[src/rtl/rr_grant_ctrl.sv]
// Round-robin grant controller: registers a one-hot grant, holds it for a burst
// until last/beat-limit, then rotates priority and re-arbitrates without a bubble.
module rr_grant_ctrl #(
    parameter int WIDTH     = 16,
    parameter int IDX_W     = $clog2(WIDTH),
    parameter int MAX_BURST = 8,
    parameter int CNT_W     = 8
) (
    input  logic             clk,
    input  logic             rst_n,
    input  logic [WIDTH-1:0] req,
    input  logic [WIDTH-1:0] last,
    input  logic             ack,
    output logic [WIDTH-1:0] grant,
    output logic             grant_valid,
    output logic [IDX_W-1:0] grant_idx,
    output logic [WIDTH-1:0] base,
    output logic [CNT_W-1:0] beat_cnt,
    output logic             forced
);

    typedef enum logic {IDLE, BUSY} state_t;

    state_t           state, state_next;
    logic             last_hit, limit_hit, burst_end, load;
    logic [WIDTH-1:0] base_next, pick;
    logic [WIDTH-1:0] grant_d;
    logic [IDX_W-1:0] grant_idx_d;
    logic             grant_valid_d, forced_d;
    logic [CNT_W-1:0] beat_cnt_d;

    // Circular search starting at the one-hot base bit: scan two laps so the
    // wrap-around case needs no separate masking logic.
    function automatic logic [WIDTH-1:0] rr_pick(input logic [WIDTH-1:0] r,
                                                 input logic [WIDTH-1:0] b);
        logic [WIDTH-1:0] g;
        logic             started, found;
        g       = '0;
        started = 1'b0;
        found   = 1'b0;
        for (int k = 0; k < 2 * WIDTH; k++) begin
            if (b[k % WIDTH]) started = 1'b1;
            if (started && !found && r[k % WIDTH]) begin
                g[k % WIDTH] = 1'b1;
                found        = 1'b1;
            end
        end
        return g;
    endfunction

    function automatic logic [IDX_W-1:0] encode(input logic [WIDTH-1:0] g);
        logic [IDX_W-1:0] idx;
        idx = '0;
        for (int i = 0; i < WIDTH; i++) begin
            if (g[i]) idx = idx | IDX_W'(i);
        end
        return idx;
    endfunction

    // grant is one-hot, so masking last with it selects last[grant_idx].
    assign last_hit  = |(last & grant);
    assign limit_hit = (MAX_BURST != 0) && (beat_cnt == CNT_W'(MAX_BURST - 1));
    assign burst_end = (state == BUSY) && ack && (last_hit || limit_hit);
    assign load      = (state == IDLE) || burst_end;
    assign base_next = burst_end ? {grant[WIDTH-2:0], grant[WIDTH-1]} : base;
    assign pick      = rr_pick(req, base_next);

    always_ff @(posedge clk or negedge rst_n) begin
        if (!rst_n) begin
            state       <= IDLE;
            base        <= WIDTH'(1);
            grant       <= '0;
            grant_valid <= 1'b0;
            grant_idx   <= '0;
            beat_cnt    <= '0;
            forced      <= 1'b0;
        end else begin
            state       <= state_next;
            base        <= base_next;
            grant       <= grant_d;
            grant_valid <= grant_valid_d;
            grant_idx   <= grant_idx_d;
            beat_cnt    <= beat_cnt_d;
            forced      <= forced_d;
        end
    end

    always_comb begin
        state_next = state;
        case (state)
            IDLE: if (|req) state_next = BUSY;
            BUSY: if (burst_end && !(|pick)) state_next = IDLE;
            default: state_next = IDLE;
        endcase
    end

    always_comb begin
        grant_d       = grant;
        grant_valid_d = grant_valid;
        grant_idx_d   = grant_idx;
        beat_cnt_d    = beat_cnt;
        forced_d      = burst_end && !last_hit;
        if (load) begin
            grant_d       = pick;
            grant_valid_d = |pick;
            grant_idx_d   = encode(pick);
            beat_cnt_d    = '0;
        end else if (ack) begin
            beat_cnt_d = beat_cnt + CNT_W'(1);
        end
    end

endmodule

[config.mk]
export PLATFORM = sky130hd
export DESIGN_NAME = rr_grant_ctrl
export DESIGN_NICKNAME = d
export VERILOG_FILES = /design/src/rtl/rr_grant_ctrl.sv
export SDC_FILE = /design/constraint.sdc
export NUM_CORES = 1
export LEC_CHECK = 0
export CAP_MARGIN = 15
export CORE_ASPECT_RATIO = 2
export CORE_MARGIN = 2
export CORE_UTILIZATION = 30
export DETAILED_ROUTE_END_ITERATION = 10
export GPL_TIMING_DRIVEN = 1
export SYNTH_ARGS = -nofsm -noshare
export SYNTH_HDL_FRONTEND = slang
export SYNTH_SLANG_ARGS = --single-unit
[constraint.sdc]
create_clock -name clk -period 3.55 [get_ports clk]
set_clock_uncertainty 0.15 [all_clocks]
set_input_delay 0.8875 -clock clk [delete_from_list [all_inputs] [get_ports clk]]
set_output_delay 0.8875 -clock clk [all_outputs]
set_load 0.01 [all_outputs]
==> impl_metrics.yaml <==
setup_path:
  cp.required_ps: 3590
  cp_slowest_stage_delay_ps: 580
  cp.depth: 14
  reg2reg_from: "grant[15]$_DFFE_PN0N_"
  crit_type: "in2reg"
  crit_path_top_delay_cell: "or4_4"
  path_buf_inv: 3
  start_kind: "primary input"
  crit_path_end_kind: "flip-flop"
  reg2reg_depth: 14
  critical_path.startpoint: "last[2]"
  reg2reg_slack_ps: -300
  endpoint: "grant_valid$_DFFE_PN0N_"
  critPathMaxFanout: 7
  r2r-end: "grant_valid$_DFFE_PN0N_"
  crit_family: "simple AND/OR/NAND/NOR gates"
  arrival_ps: 4050
  crit_chain: "buf_2, a22oi_2, nand2_2, or4_4, buf_6, o211ai_1, nand3_1, a32o_2, nand2_4, buf_4, o41ai_4, a211oi_1, nand4_1, mux2_4"
logic_synthesis:
  netlist_area_um2: 3270
  synth_top_cells_by_count: "nand2_1 (84), dfrtp_1 (46), nor2_1 (37), nand3_1 (14), o21ai_0 (12)"
  synthCells: 377
  synth_area_leaders: "dfrtp_1 (35%), nand2_1 (9.6%), nor2_1 (4.2%)"
  ys.flop_type: "dfrtp_1"
  yosysTopAreaCell: "dfrtp_1"
  synth_simple_gate_area_share_pct: 31.6
  yosysSeqAreaShare_pct: 36.0
  ys_types: 82
  synthAdderAreaFrac_pct: 0.383
  synth_edf_count: 0
  postSynthAreaPerCell_um2: 8.67
  synthMuxAreaShare_pct: 2.68
  synth_top_family_by_area: "simple AND/OR/NAND/NOR gates"
  ys_ff_latch: 47
  yosysTopAreaCellShare_pct: 35.2
  syn-num-nets: 413
  synthArstFlopShare_pct: 100
  yosys_warnings: 0
  synth-xor-area-share_pct: 1.61
  synth_compound_area_share_pct: 24.7
  synthMostInstantiatedCell: "nand2_1"
sta:
  period_minus_slack_ps: 4020
  worst_pin_slew_ps: 741
  finalMaxSlewViolations: 0
  hold_viol: 0
  post-route-period-util_pct: 113
  setup_tns_ps: -4690
  rsz0062_at_grt: "yes"
  slew_headroom_pct: 50.6
  fin_ws_ps: -468
  max_freq_mhz: 249
  setup_viol: 21
run:
  maxCapViolCount: 0
power:
  power.leakage_uw: 0.00287
  internal-power_uw: 2990
  clkPwrFrac_pct: 9.3
  swShare_pct: 44.9
  p_total_uw: 5420
  ir_worst_vdd_v: 0.000416
  pwr-share-comb_pct: 75.1
  power_frac_seq_pct: 15.6
  switchingPower_uw: 2430
  p_per_area_nw_per_um2: 861
drt:
  drtAntennaViolNets: 0
  wl_met2_mm: 7.76
  drtIter0Drc: 212
  vias: 4167
  highest_layer: "met4"
  wirelength_mm: 15.1
  dr.pass1.iters: 4
  wl_met1_mm: 5.82
  drc: 0
  wl_met3_um: 765
  post_drt_wl_per_cell_um: 19.8
  viasPerCell: 5.43
finish:
  multi_input_area_um2: 2600
  n_fill_cell: 884
  layout-drive-gt1-share_pct: 48.2
  final_util_pct: 58.6
  nets: 662
  diodes: 0
  syn_to_final_growth_pct: 92.6
  final_area_um2: 6300
  regArea_um2: 1180
floorplanning:
  start_util_pct: 30.4
  rows: 54
  die_height_um: 152
  ios: 81
  coreArea_um2: 10700
  dieArea_um2: 11800
  die_w_um: 77.8
grt:
  first_global_vias: 4321
  antenna_found_initial: 0
  track_usage_pct: 25.1
  grt_max_degree: 31
  grt-ovfl-total: 0
  grt_pass1_wl_mm: 22.8
placed_design:
  io_buffers: 80
  routabilityCongestion: 0.877
  hpwl_mm: 10.7
  placed_area_um2: 5350
clocking:
  cts.sinks: 47
  ctsHoldBuffers: 0
  clk_latency_ps: 300
  h-tree-depth: 2
  cts_tree: "done"
  cts_root_buf: "clkbuf_16"
  path_clk_slew_ps: 70
  cts_buffer_depth: 2
  cts_made_buffers: 5
run_status:
  status: "complete, but fails checks"
  violations: "negative setup slack"
hold_path:
  hold_path_class: "reg2reg"
how the worst min path moves through the flow:
stage                       start                 end  slack, ps  cells past startpoint
3_3_place_gp   base[12]$_DFF_PN0_  base[12]$_DFF_PN0_        340                      2
5_1_grt         base[8]$_DFF_PN0_   base[8]$_DFF_PN0_        380                      2
4_1_cts         base[8]$_DFF_PN0_   base[8]$_DFF_PN0_        360                      2
2_1_floorplan   base[0]$_DFF_PN1_   base[0]$_DFF_PN1_        360                      2
3_5_place_dp    base[8]$_DFF_PN0_   base[8]$_DFF_PN0_        350                      2
6_report        base[8]$_DFF_PN0_   base[8]$_DFF_PN0_        360                      2
worst register-to-register path, stage by stage, from the launching register on:
cell	delay, ps
dfrtp_1	390
buf_4	140
a22oi_2	160
nand2_1	90
or4_4	590
buf_6	170
o211ai_1	320
nand3_1	160
a32o_2	310
nand2_4	170
buf_4	160
o41ai_4	80
a211oi_1	320
nand4_1	220
mux2_4	310
layout by cell type (no fill, tap or decap), types with 4 or more instances in the layout:
cell / instances
buf_2: 12
o21ai_1: 6
a31oi_4: 4
nor2_2: 5
or4_4: 4
nand2_2: 6
o21ai_0: 6
and3_1: 5
nand4_1: 6
inv_1: 8
clkdlybuf4s50_1: 62
nor3_1: 7
a21oi_2: 4
nand2_1: 79
a22oi_2: 6
buf_4: 149
nand3_2: 4
nand3_1: 10
dfrtp_1: 46
clkbuf_16: 5
buf_12: 6
buf_6: 19
o41ai_4: 4
xor2_1: 4
nor2_1: 32
and2_1: 5
o21ai_4: 5
a21oi_1: 6
state kept, by name, indices dropped and copies added (netlist names):
signal / flops
base: 16
beat_cnt: 8
forced: 1
grant: 16
grant_idx: 4
grant_valid: 1
state: 1
repair_timing:
item                       in CTS  in global routing
resized for setup             112                 54
setup endpoints to repair      22                 22
buffers inserted               21                 10
pin swaps                      34                 35
gates cloned                    1                  0
metrics by stage:
stage                     hold slack [ps]  worst slack [ps]  cells
after floorplan                       363              -251    377
after CTS                             364              -330    758
after global placement                339             -1150    729
after global routing                  376              -558    767
after detailed placement              346             -1110    729
final                                 358              -468    767
power by group through the flow:
stage	clock network, µW	registers, µW	logic (µW)
5_1_grt	544	863	4290
6_report	504	846	4070
4_1_cts	515	844	3610
2_1_floorplan	0	931	1380
3_3_place_gp	0	843	3100
3_5_place_dp	0	844	3120
cells by family after synthesis:
kind of cell / after synthesis
buffers and inverters: 20
muxes: 8
xor gates and xnor gates: 6
AOI/OAI and AO/OA: 96
and+or+nand+nor: 199
adders and majority gates: 1
DFF: 47
final cells by class:
class | count | share of cell area (%)
clock buffer | 5 | 1.99
inverter | 9 | 0.537
timing repair buffer | 252 | 34.3
multi-input combinational | 311 | 41.3
tap | 140 | 2.78
sequential | 47 | 18.7
clock inverter | 3 | 0.417
routing by layer:
layer,vias to the layer above,global-route usage (%)
li1,1911,-
met1,2029,28.6
met2,170,44.2
met3,57,4.21
met4,0,13.7
met5,-,0
(Power assumes the default switching activity.)
